[src/rtl/nibble_serial_adder.sv]
// nibble_serial_adder: WIDTH-bit add streamed through one 4-bit carry-lookahead cell, LSB nibble first
// Ports: clk/rst (async, active-high); in_valid/in_ready + a, b, c_in operand handshake;
//        out_valid/out_ready + sum, c_out result handshake.
// Optional NSA_SUB_EN macro adds sub (subtract request) and ovf (signed overflow).
module nibble_serial_adder #(
    parameter int WIDTH = 16
) (
    input  logic             clk,
    input  logic             rst,
    input  logic             in_valid,
    output logic             in_ready,
    input  logic [WIDTH-1:0] a,
    input  logic [WIDTH-1:0] b,
    input  logic             c_in,
`ifdef NSA_SUB_EN
    input  logic             sub,
`endif
    output logic             out_valid,
    input  logic             out_ready,
    output logic [WIDTH-1:0] sum,
    output logic             c_out
`ifdef NSA_SUB_EN
    ,
    output logic             ovf
`endif
);
    localparam int NIB = WIDTH / 4;
    localparam int IW = $clog2(NIB);
    localparam logic [IW-1:0] LAST = IW'(NIB - 1);

    typedef enum logic [1:0] {IDLE, ADD, DONE} state_t;

    state_t state, state_n;
    logic [WIDTH-1:0] a_q, b_q, sum_q, b_eff;
    logic [IW-1:0] idx;
    logic carry, c_init, c_out_q;
    logic [3:0] cla_a, cla_b, g, p, cla_s;
    logic [4:0] c;

`ifdef NSA_SUB_EN
    logic ovf_q;
    assign b_eff = sub ? ~b : b;
    assign c_init = sub | c_in;
    assign ovf = ovf_q;
`else
    assign b_eff = b;
    assign c_init = c_in;
`endif

    // 4-bit carry-lookahead cell; the only combinational path between registers
    assign cla_a = a_q[4*idx+:4];
    assign cla_b = b_q[4*idx+:4];
    assign g = cla_a & cla_b;
    assign p = cla_a ^ cla_b;
    assign c[0] = carry;
    assign c[1] = g[0] | (p[0] & c[0]);
    assign c[2] = g[1] | (p[1] & g[0]) | ((&p[1:0]) & c[0]);
    assign c[3] = g[2] | (p[2] & g[1]) | ((&p[2:1]) & g[0]) | ((&p[2:0]) & c[0]);
    assign c[4] = g[3] | (p[3] & g[2]) | ((&p[3:2]) & g[1]) | ((&p[3:1]) & g[0]) | ((&p[3:0]) & c[0]);
    assign cla_s = p ^ c[3:0];

    assign in_ready = (state == IDLE);
    assign out_valid = (state == DONE);
    assign sum = sum_q;
    assign c_out = c_out_q;

    always_comb begin
        state_n = state;
        case (state)
            IDLE: state_n = in_valid ? ADD : IDLE;
            ADD: state_n = (idx == LAST) ? DONE : ADD;
            default: state_n = out_ready ? IDLE : DONE;
        endcase
    end

    always_ff @(posedge clk or posedge rst) begin
        if (rst) state <= IDLE;
        else state <= state_n;
    end

    always_ff @(posedge clk or posedge rst) begin
        if (rst) begin
            a_q <= '0;
            b_q <= '0;
            carry <= 1'b0;
            idx <= '0;
            sum_q <= '0;
            c_out_q <= 1'b0;
`ifdef NSA_SUB_EN
            ovf_q <= 1'b0;
`endif
        end else if (state == IDLE && in_valid) begin
            a_q <= a;
            b_q <= b_eff;
            carry <= c_init;
            idx <= '0;
        end else if (state == ADD) begin
            sum_q[4*idx+:4] <= cla_s;
            carry <= c[4];
            idx <= idx + 1'b1;
            if (idx == LAST) begin
                c_out_q <= c[4];
`ifdef NSA_SUB_EN
                ovf_q <= (a_q[WIDTH-1] == b_q[WIDTH-1]) && (cla_s[3] != a_q[WIDTH-1]);
`endif
            end
        end
    end
endmodule

[config.mk]
export PLATFORM = sky130hd
export DESIGN_NAME = nibble_serial_adder
export DESIGN_NICKNAME = d
export VERILOG_FILES = /design/src/rtl/nibble_serial_adder.sv
export SDC_FILE = /design/constraint.sdc
export NUM_CORES = 1
export LEC_CHECK = 0
export ABC_AREA = 0
export CAP_MARGIN = 20
export CORE_MARGIN = 4
export CORE_UTILIZATION = 50
export CTS_CLUSTER_DIAMETER = 40
export CTS_CLUSTER_SIZE = 14
export DETAILED_ROUTE_END_ITERATION = 16
export DONT_BUFFER_PORTS = 1
export PLACE_DENSITY = 0.65
export RECOVER_POWER = 50
export SETUP_SLACK_MARGIN = 0.1
export SLEW_MARGIN = 0
export SYNTH_ARGS = -nofsm -noshare
export SYNTH_HDL_FRONTEND = slang
export SYNTH_SLANG_ARGS = --single-unit
[constraint.sdc]
create_clock -name clk -period 3 [get_ports clk]
set_clock_uncertainty 0.1 [all_clocks]
set_input_delay 0.9 -clock clk [delete_from_list [all_inputs] [get_ports clk]]
set_output_delay 0.9 -clock clk [all_outputs]
set_load 0.05 [all_outputs]
==> results.tsv <==
stage	metric	value	unit
timing	RSZ-0062 raised after global routing	no	
global_routing	grt ovf	0	
power_and_ir_drop	Peak VDD IR	0.703	mV
power_and_ir_drop	Pwr Total	3.91	mW
clock_network	Clock Latency Late Sink	310	ps
logic_synthesis	#FFs+latches synth	54	
route	drt via density	5.61	
global_routing	first-pass GRT wire length	8110	um
final_layout	area taken by multi-input logic gates	1200	um2
logic_synthesis	Yosys cell types	35	
placement	I/O Buffers	0	
global_routing	vias in the first global route	1654	
critical_path	CP arrival	2630	ps
final_layout	commonest cells after routing, fill and taps aside	dfrtp_1, nand2_1, mux2_4, o21ai_1, ha_1	
clock_network	# hold bufs at CTS	0	
final_layout	layout cells sized above 1	26.4	%
timing	Slew Limit Headroom	13.4	%
power_and_ir_drop	PwrDens	1390	nW/um2
final_layout	Ant. Diodes	0	
clock_network	Worst-path clk slew	90	ps
logic_synthesis	Post-synth EDFFs	0	
logic_synthesis	ys flop type	dfrtp_1	
timing	Hold Fails Final Rpt	0	
logic_synthesis	ys async rst share	100	%
logic_synthesis	Avg Inst Size Synth	14.1	um2
floorplan	DIE HEIGHT	81.3	um
timing	Slew @ Worst Pin	1300	ps
timing	Tmin final	2550	ps
logic_synthesis	Mapped Nets	240	
final_layout	commonest non-fill, non-tap cell in the layout	dfrtp_1	
placement	DP Wirelength	3740	um
global_routing	initial antenna violation count	0	
final_layout	# fillers	426	
floorplan	die area	6610	um2
timing	Peak Freq	392	MHz
clock_network	CTS tree	done	
logic_synthesis	mapped cell area	2690	um2
placement	GP Congestion	0.799	
final_layout	synth-to-layout area growth	4.51	%
critical_path	CP startpoint kind	flip-flop	
clock_network	CTS Sinks	54	
route	DR iter-0 viols	53	
critical_path	CP endpoint kind	flip-flop	
final_layout	sequential cell area	1350	um2
critical_path	critical path class	flip-flop to flip-flop	
logic_synthesis	yosys warns	0	
clock_network	post_cts resized	0	
route	Routed Antenna Nets	0	
logic_synthesis	Seq/Total Area, Yosys	50.3	%
clock_network	clock tree root driver cell	clkbuf_8	
logic_synthesis	Synth area leader	dfrtp_1	
clock_network	H-tree depth	2	
final_layout	Total Nets Final	246	
route	first-pass iteration count of the detailed router	4	
clock_network	TritonCTS Buffers	5	
logic_synthesis	top cells by area, synth	dfrtp_1, mux2_4, ha_1	
critical_path	Worst Path Required	3080	ps
clock_network	Setup Buffers After CTS	0	
global_routing	total track usage	16.2	%
floorplan	Die Wd	81.3	um
floorplan	row count	26	
final_layout	fin area	2810	um2
floorplan	I/O pin count	56	
timing	Slew Limit Fails	0	
power_and_ir_drop	leakage power figure	1.28	nW
worst_hold_path	worst hold path class	flip-flop to flip-flop	
timing	fin crit share	85.0	%
logic_synthesis	Gate Count Post-Synth	191	
route	Post-Route WL	4980	um
logic_synthesis	Synth top area share	50.3	%
floorplan	Initial Utilization	52.0	%
global_routing	largest net degree at the start of global routing	55	
route	DR vias	1499	
floorplan	Core Region	5170	um2
placement	placed inst area	2750	um2
clock_network	buffer depth of the longest clock path	2	
timing	Setup TNS Final	0	ps
route	drt drc	0	
flow_run	number of max-cap violations	0	
run_status	status	finished, final reports clean	
timing	final setup violation count	0	
critical_path	crit path max fanout	8	
route	Routed WL per cell	18.7	um
## metal layers
metal / GRT usage (%) / vias up / part of all wire (%)
met4: 5.07 / 0 / 1.2
met1: 19.3 / 760 / 42
met5: 0 / - / 0
met3: 4.55 / 7 / 5.0
met2: 28.3 / 45 / 52
li1: - / 687 / -
## synthesized netlist by cell type (all sizes together) (2+ instances only)
cell type  number
inv             5
a21oi           2
nand4           3
a21o            2
nor2            7
ha             11
mux4            8
dfrtp          54
nand2          25
buf             7
o21ai          21
mux2           32
o31ai           2
## flip-flops by register name, summed over array words and instances, names as in the netlist
signal  count
carry       1
idx         2
c_out       1
b_q        16
state       2
a_q        16
sum        16
## path summary, 6_finish.rpt
path,slack (ps),end,cells after the start,start
worst min-delay path,400,b_q[14]$_DFFE_PP0P_,1,b_q[14]$_DFFE_PP0P_
max in group asynchronous,1200,sum[1]$_DFFE_PP0P_,2,rst
worst max register to register,450,sum[14]$_DFFE_PP0P_,7,idx[0]$_DFFE_PP0P_
worst max-delay path,450,sum[14]$_DFFE_PP0P_,7,idx[0]$_DFFE_PP0P_
worst min register to register,400,b_q[14]$_DFFE_PP0P_,1,b_q[14]$_DFFE_PP0P_
min in group asynchronous,820,a_q[15]$_DFFE_PP0P_,2,rst
## cells by family (layout without fill, tap and decap cells)
logic type	Yosys count	after routing	share of synthesized area [%]
DFF	54	54	50.3
muxes	40	40	24.2
and+or+nand+nor	40	40	7.91
buffers and inverters	12	18	4.23
adders and majority gates	12	12	5.86
xor gates and xnor gates	2	2	0.652
AOI/OAI and AO/OA	31	31	6.93
## worst max-delay path, cell delays in order (launching register included)
cell and delay, ps:
dfrtp_1 360, buf_4 180, mux4_2 570, ha_1 360, a21o_1 170, a21oi_1 170, xor2_1 390, o21ai_1 130
## area by class of cell
cell class | instances | share of cell area (%)
flip-flops and latches | 54 | 48.1
multi-input cells | 125 | 42.7
well taps | 70 | 3.12
clock buffers | 6 | 2.94
repair buffers | 6 | 1.42
clock inverters | 1 | 1.07
inverters | 5 | 0.668
## metrics by stage
stage / hold WS, ps / utilization, % / std cells / worst slack, ps
2_1_floorplan: 372 / - / 191 / 597
3_3_place_gp: 392 / 53.1 / 260 / 506
3_5_place_dp: 390 / 53.1 / 260 / 439
4_1_cts: 418 / 55.2 / 267 / 428
5_1_grt: 426 / 54.3 / 267 / 259
6_report: 400 / 54.3 / 267 / 450
## where the power goes
part           switching (mW)  internal (mW)
logic                    1.07          0.932
registers               0.399           1.03
clock network           0.218          0.267
total                    1.68           2.23
Note: power is estimated with default switching activity, not from simulation.
